<file path="config.mk">
export PLATFORM = sky130hd
export DESIGN_NAME = load_store_unit
export DESIGN_NICKNAME = d
export VERILOG_FILES = /design/src/rtl/load_store_unit.sv
export SDC_FILE = /design/constraint.sdc
export NUM_CORES = 1
export LEC_CHECK = 0
export ABC_CLOCK_PERIOD_IN_PS = 5200
export BUFFER_PORTS_ARGS = -buffer_cell sky130_fd_sc_hd__buf_2
export CORE_MARGIN = 5
export CORE_UTILIZATION = 60
export CTS_CLUSTER_DIAMETER = 120
export DETAILED_ROUTE_END_ITERATION = 7
export GPL_TIMING_DRIVEN = 1
export PLACE_DENSITY_LB_ADDON = 0.1
export SYNTH_ARGS = -nofsm -noshare
export SYNTH_HDL_FRONTEND = slang
export SYNTH_SLANG_ARGS = --single-unit
</file>
<file path="constraint.sdc">
create_clock -name clk -period 5.2 [get_ports clk]
set_input_delay 1.04 -clock clk [delete_from_list [all_inputs] [get_ports clk]]
set_output_delay 1.04 -clock clk [all_outputs]
set_load 0.01 [all_outputs]
</file>
<file path="src/rtl/load_store_unit.sv">
// MEM-stage data memory initiator: turns byte-addressed loads/stores into word transactions,
// splitting accesses that cross a word boundary and aligning/extending load data.
module load_store_unit #(
    parameter int unsigned DM_ADDRESS = 9,
    parameter int unsigned DATA_W     = 32
) (
    input  logic                  clk,
    input  logic                  reset,
    input  logic                  req_valid,
    input  logic                  MemRead,
    input  logic                  MemWrite,
    input  logic [2:0]            Funct3,
    input  logic [DM_ADDRESS-1:0] addr,
    input  logic [DATA_W-1:0]     wd,
    output logic                  stall,
    output logic [DATA_W-1:0]     rd,
    output logic                  rd_valid,
    output logic [31:0]           mem_addr,
    output logic                  mem_re,
    output logic [3:0]            mem_we,
    output logic [DATA_W-1:0]     mem_wdata,
    input  logic [DATA_W-1:0]     mem_rdata
);

    localparam logic [1:0] IDLE = 2'd0;
    localparam logic [1:0] ST2  = 2'd1;
    localparam logic [1:0] LD1  = 2'd2;
    localparam logic [1:0] LD2  = 2'd3;

    logic [1:0]            state_q, state_d;
    logic [DM_ADDRESS-1:0] addr_q;
    logic [2:0]            funct3_q;
    logic [DATA_W-1:0]     wd_q, buf_q, rd_q;

    logic                  fire, buf_en;
    logic                  cur_load;
    logic [DM_ADDRESS-1:0] cur_addr, word0, word1;
    logic [2:0]            cur_f3;
    logic [DATA_W-1:0]     cur_wd;
    logic [1:0]            offset;
    logic [3:0]            base_mask;
    logic [7:0]            lane_mask;
    logic                  split;
    logic [DATA_W-1:0]     wdata_lo, wdata_hi;
    logic [DATA_W-1:0]     lo_word, aligned, load_result;
    logic [2*DATA_W-1:0]   pair;

    assign fire = (state_q == IDLE) & req_valid & (MemRead | MemWrite) & ~reset;

    // Outside IDLE the latched request is authoritative; LD1/LD2 both have bit 1 set.
    assign cur_addr = (state_q == IDLE) ? addr     : addr_q;
    assign cur_f3   = (state_q == IDLE) ? Funct3   : funct3_q;
    assign cur_wd   = (state_q == IDLE) ? wd       : wd_q;
    assign cur_load = (state_q == IDLE) ? MemRead  : state_q[1];

    // Byte/half codes differ between loads (LBU/LHU exist) and stores (100/101 mean word).
    always_comb begin
        base_mask = 4'b1111;
        if (cur_f3[1:0] == 2'b00 && (cur_load || !cur_f3[2])) begin
            base_mask = 4'b0001;
        end else if (cur_f3[1:0] == 2'b01 && (cur_load || !cur_f3[2])) begin
            base_mask = 4'b0011;
        end
    end

    assign offset    = cur_addr[1:0];
    assign lane_mask = {4'b0000, base_mask} << offset;
    assign split     = |lane_mask[7:4];
    assign word0     = {cur_addr[DM_ADDRESS-1:2], 2'b00};
    assign word1     = word0 + DM_ADDRESS'(4);

    assign wdata_lo = cur_wd << {offset, 3'b000};
    assign wdata_hi = cur_wd >> (6'd32 - {1'b0, offset, 3'b000});

    assign lo_word = (state_q == LD2) ? buf_q : mem_rdata;
    assign pair    = {mem_rdata, lo_word} >> {offset, 3'b000};
    assign aligned = pair[DATA_W-1:0];

    always_comb begin
        case (cur_f3)
            3'b000:  load_result = {{(DATA_W-8){aligned[7]}}, aligned[7:0]};
            3'b001:  load_result = {{(DATA_W-16){aligned[15]}}, aligned[15:0]};
            3'b100:  load_result = {{(DATA_W-8){1'b0}}, aligned[7:0]};
            3'b101:  load_result = {{(DATA_W-16){1'b0}}, aligned[15:0]};
            default: load_result = aligned;
        endcase
    end

    // Reset suppresses all memory strobes so a pending second write or load completion is dropped.
    always_comb begin
        state_d   = state_q;
        stall     = 1'b0;
        mem_re    = 1'b0;
        mem_we    = 4'b0000;
        mem_addr  = 32'd0;
        mem_wdata = '0;
        rd_valid  = 1'b0;
        buf_en    = 1'b0;
        if (!reset) begin
            case (state_q)
                IDLE: begin
                    if (fire) begin
                        mem_addr = 32'(word0);
                        if (MemRead) begin
                            mem_re  = 1'b1;
                            stall   = 1'b1;
                            state_d = LD1;
                        end else begin
                            mem_we    = lane_mask[3:0];
                            mem_wdata = wdata_lo;
                            if (split) begin
                                stall   = 1'b1;
                                state_d = ST2;
                            end
                        end
                    end
                end
                ST2: begin
                    mem_addr  = 32'(word1);
                    mem_we    = lane_mask[7:4];
                    mem_wdata = wdata_hi;
                    state_d   = IDLE;
                end
                LD1: begin
                    if (split) begin
                        mem_re   = 1'b1;
                        mem_addr = 32'(word1);
                        stall    = 1'b1;
                        buf_en   = 1'b1;
                        state_d  = LD2;
                    end else begin
                        rd_valid = 1'b1;
                        state_d  = IDLE;
                    end
                end
                default: begin
                    rd_valid = 1'b1;
                    state_d  = IDLE;
                end
            endcase
        end
    end

    assign rd = rd_valid ? load_result : rd_q;

    always_ff @(posedge clk) begin
        if (reset) begin
            state_q  <= IDLE;
            addr_q   <= '0;
            funct3_q <= 3'b000;
            wd_q     <= '0;
            buf_q    <= '0;
            rd_q     <= '0;
        end else begin
            state_q <= state_d;
            if (fire) begin
                addr_q   <= addr;
                funct3_q <= Funct3;
                wd_q     <= wd;
            end
            if (buf_en) begin
                buf_q <= mem_rdata;
            end
            if (rd_valid) begin
                rd_q <= load_result;
            end
        end
    end

endmodule

</file>
After elaboration in Yosys (flattened, before gate mapping)
Index checks and enable logic that the tools add are counted.

Bits in registers: 110. Output and inout port bits: 103. Word-level logic and storage cells: 76.

$add $sub $neg: 2. Equality and inequality tests: 9. Shift-type cells: 4. Mux-type cells: 40. Bitwise logic cells: 5. Reductions and logical operators: 10.

Operators by type and width (number): two-way mux 32 bit (6); one-hot mux 32 bit (4 select lines) (1); one-hot mux 32 bit (2 select lines) (1); >> shifter 64 x 5 -> 32 bit (1); two-way mux 9 bit (4); << shifter 32 x 5 -> 32 bit (1); >> shifter 32 x 6 -> 32 bit (1); one-hot mux 9 bit (3 select lines) (1); two-way mux 4 bit (5); two-way mux 1 bit (12); adder 9 x 3 -> 9 bit, second input constant (1); two-way mux 2 bit (4); one-hot mux 4 bit (2 select lines) (1); << shifter 4 x 2 -> 8 bit (1); equality test 3 bit, second input constant (2); one-hot mux 1 bit (2 select lines) (3); subtractor 6 x 5 -> 6 bit, first input constant (1); equality test 2 x 1 -> 1 bit, second input constant (2); equality test 2 bit, second input constant (2); logical NOT 2 bit (2); one-hot mux 2 bit (2 select lines) (1); OR reduction 4 bit (1); AND 1 bit (3); equality test 3 x 1 -> 1 bit, second input constant (1); 11 further kinds (12).

Logic depth before layout (Yosys ltp)
Depth in word-level cells: 14. Depth in mapped cells: 14. Depth with buffers taken out: 9.

Worst setup path before layout
OpenSTA, ideal clock, no wires.

Path kind: input to output. From: in addr[0]. To: out mem_wdata[20]. Arrival time: 3.272 ns. Path slack: 0.888 ns. Stages on the path: 13. Path buffers: 5. Cell sequence: or3b_1 nand2_2 inv_2 buf_2 buf_2 buf_1 ha_1 nor2b_1 and2_1 buf_2 buf_2 nand2_1 a21oi_1.

Longest elaborated chain between the ends: 6. Elaborated cells between the ends (all ways): 8. Those cells by class: add/sub (1); shift (2); mux (5).

RTL lines: from (decl) (line 13) `input logic [DM_ADDRESS-1:0] addr,`; two-way mux 9 bit (*) (line 51) `assign cur_addr = (state_q == IDLE) ? addr : addr_q;`; branches (longest 3 deep; another with subtractor 6 x 5 -> 6 bit); one-hot mux 32 bit (2 select lines) (*) (line 100) `case (state_q)`; two-way mux 32 bit (*) (line 99) `if (!reset) begin`; to (decl) (line 21) `output logic [DATA_W-1:0] mem_wdata,`.

Mark *: on every way between the ends.

Worst setup path after layout
From: reg state_q[1]. To: out rd[24].

Longest elaborated chain between the ends: 13. Elaborated cells between the ends (all ways): 29. Those cells by class: eq/ne (7); shift (2); mux (11); reduce/logical (9).

RTL lines: from (decl) (line 30) `logic [1:0] state_q, state_d;`; from (signal assigned) (line 155) `state_q <= state_d;`; logical NOT 2 bit; two-way mux 3 bit (line 52) `assign cur_f3 = (state_q == IDLE) ? Funct3 : funct3_q;`; logical NOT 1 bit (line 59, 61); logical OR 1 bit (line 59, 61); logical AND 1 bit (line 61) `end else if (cur_f3[1:0] == 2'b01 && (cur_load || !cur_f3[2])) begin`; two-way mux 4 bit (line 61); two-way mux 4 bit (line 59) `if (cur_f3[1:0] == 2'b00 && (cur_load || !cur_f3[2])) begin`; << shifter 4 x 2 -> 8 bit (line 67) `assign lane_mask = {4'b0000, base_mask} << offset;`; OR reduction 4 bit (line 68) `assign split = |lane_mask[7:4];`; two-way mux 1 bit (line 125) `if (split) begin`; one-hot mux 1 bit (2 select lines) (line 100); two-way mux 1 bit (line 99); two-way mux 32 bit (*); to (decl) (line 16) `output logic [DATA_W-1:0] rd,`.

Every way passes the cells marked *; elsewhere a longest branch is shown, timed or not.

==> qor.yml <==
placement:
  routabilityCongestion: 0.967
  io_buffers: 158
  dpl.hpwl_um: 17300
timing:
  hold_violations: 0
  holdWs_ps: 453
  slew_violations: 0
  setup_viol: 0
  tightest_slew_ps: 1100
  finalClockSkew_ps: 10.2
  fin_crit_ps: 4880
  grt_setup_unrepaired: "false"
  fin_crit_sh: 0.939
  relSlewSlack: 0.266
  tns_ps: 0
  fmax_ghz: 0.205
global_routing:
  antenna_found_initial: 1
  grt_util_all_layers: 0.308
  grt_max_degree: 81
  grt_pass1_wl_um: 39800
  grt-ovfl-total: 0
  grt_pass1_vias: 7509
synthesis:
  ys_seq_elements: 110
  synth_compound_area_frac: 0.264
  yosys.area_share.simple: 0.185
  synthTopCellsByCount: "nand2_1, a21oi_1, dfxtp_1, mux2i_1, nor2_1"
  synth_most_common_cell: "nand2_1"
  synth_top_family_by_area: "compound AO/OA/AOI/OAI gates"
  synthDominantCellAreaShare: 0.277
  syn-instance-count: 1064
  yosysWarnings: 0
  synth-edff-count: 0
  synth_area_leaders: "dfxtp_1, mux2i_1, a21oi_1, nand2_1, o21ai_0"
  syn_avg_cell_area_sq_um: 7.48
  synthMuxAreaShare: 0.182
  ys_types: 60
  netlist_area_sq_mm: 0.00796
  async_flop_share: 0
  ys_seq_area_frac: 0.277
  synth_xor_area_frac: 0.00660
  synthFlopType: "dfxtp_1"
  synth_top_cell_by_area: "dfxtp_1"
  synthAdderAreaFrac: 0.00314
detailed_routing:
  routed_wl_um: 25100
  drt_iter0_markers: 931
  vias: 8374
  wl_per_cell_um: 18.7
  vias_per_cell: 6.24
  route.detailed.drc: 0
  ant_nets: 0
  drt_first_pass_iters: 5
floorplan:
  io_pins: 184
  start_util: 0.606
  core_sq_mm: 0.0131
  die_area_sq_mm: 0.0157
  die_h_um: 125
  fp.dieW_um: 125
  row_count: 42
final_layout:
  num-nets-final: 1245
  flow.area_growth_from_synthesis_pct: 12.3
  drive_gt1_frac: 0.204
  nFillCells: 1193
  diodes: 0
  regArea_sq_mm: 0.00220
  multi_input_area_sq_mm: 0.00522
cts:
  path_clk_slew_ps: 80
  cts_made_buffers: 9
  root_buffer: "clkbuf_16"
  postCtsSetupRepairBufs: 0
  cts.sinks: 110
  cts_resized: 0
  h-tree-depth: 3
  tritoncts: "built"
  cts_max_path_buffers: 2
  insertion_delay_ps: 370
  cts_hold_buf: 0
setup_path:
  crit_arrival_ps: 3840
  startpoint: "state_q[1]"
  r2r-start: "state_q[1]"
  crit_path_end_kind: "output pin"
  worst-setup-path-type: "reg -> out"
  start_kind: "flop"
  crit_required_ps: 4160
  cp_max_fo: 32
power_and_ir_drop:
  p_per_area_mw_per_mm2: 251
  combPwrFrac: 0.290
  ir_drop_mv: 0.212
  leakage_nw: 3.78
  power_frac_seq: 0.400
  p_switching_w: 0.000795
  power_frac_clock: 0.309
  internal_power_w: 0.00145
  swShare: 0.355
min_path:
  hold_path.class: "reg -> reg"
  hp-start: "addr_q[2]"
run_status:
  status: "finished, final reports clean"
run:
  drv_cap: 0
[worst max-delay path, cell delays in order (launching register included)]
cell     delay (ps)
dfxtp_1         760
and2_1          750
o21ai_0         180
mux2i_1         290
o22ai_1         210
nor3_4          860
a21oi_1         200
buf_2           210
[final cells by class]
type | count | share of cell area
Multi-Input combinational cell | 850 | 0.584
Sequential cell | 110 | 0.246
Timing Repair Buffer | 182 | 0.109
Clock buffer | 9 | 0.0252
Tap cell | 176 | 0.0246
Clock inverter | 7 | 0.00769
Inverter | 9 | 0.00378
[cell usage in the layout (no fill, tap or decap), types with 10 or more instances in the layout]
cell type,Yosys,routed
a211oi_1,35,35
nand3_1,10,10
and2_1,12,12
o21ai_1,19,18
nand2_1,171,171
mux2i_1,99,99
a21boi_0,10,10
o21ai_0,70,70
mux2_2,13,13
a21oi_1,151,151
dfxtp_1,110,110
nor3_1,21,21
and3_1,11,11
nor2_1,87,86
conb_1,1,25
buf_2,25,157
mux4_2,14,14
buf_4,32,25
[per-layer routing]
| metal | GRT usage | vias up | wire [um] |
|---|---|---|---|
| li1 | - | 3959 | - |
| met1 | 0.435 | 3881 | 10800 |
| met2 | 0.443 | 462 | 10700 |
| met3 | 0.0942 | 70 | 2890 |
| met4 | 0.115 | 2 | 708 |
| met5 | 0 | - | 13 |
[flip-flops by register name (all words and copies together) (netlist names)]
| register | flops |
|---|---|
| buf_q | 32 |
| rd_q | 32 |
| wd_q | 32 |
| addr_q | 9 |
| funct3_q | 3 |
| state_q | 2 |
[power by group through the flow]
stage                     registers [W]  logic (W)  clock network, W
after global routing           0.000901   0.000709          0.000732
after global placement         0.000915   0.000625                 0
final                          0.000898   0.000651          0.000694
after detailed placement       0.000916   0.000632                 0
after CTS                      0.000897   0.000635          0.000703
after floorplan                0.000909   0.000461                 0
[cell families (layout without fill, tap and decap cells)]
kind of cell               count (synthesis)  after routing
AOI/OAI and AO/OA                        350            350
xor gates and xnor gates                   6              6
adders and majority gates                  2              2
buffers and inverters                    128            207
DFF                                      110            110
muxes                                    126            126
other                                      1             25
and+or+nand+nor                          341            341
[path summary, 6_finish.rpt]
kind | slack [ps] | cells after the start | endpoint
setup / recovery | 320 | 7 | rd[24]
hold / removal | 450 | 2 | addr_q[2]
setup reg to reg | 1420 | 10 | buf_q[26]
hold reg to reg | 450 | 2 | addr_q[2]
[metrics by stage]
step | std cells | total power, W | area [sq um] | setup WS, ps | utilization
2_1_floorplan | 1088 | 0.00137 | 8050 | 888 | -
3_3_place_gp | 1327 | 0.00154 | 8650 | 689 | 0.658
3_5_place_dp | 1327 | 0.00155 | 8650 | 672 | 0.658
4_1_cts | 1343 | 0.00224 | 8940 | 449 | 0.681
5_1_grt | 1343 | 0.00234 | 8940 | 76.3 | 0.681
6_report | 1343 | 0.00224 | 8940 | 316 | 0.681
Note: power is estimated with default switching activity, not from simulation.
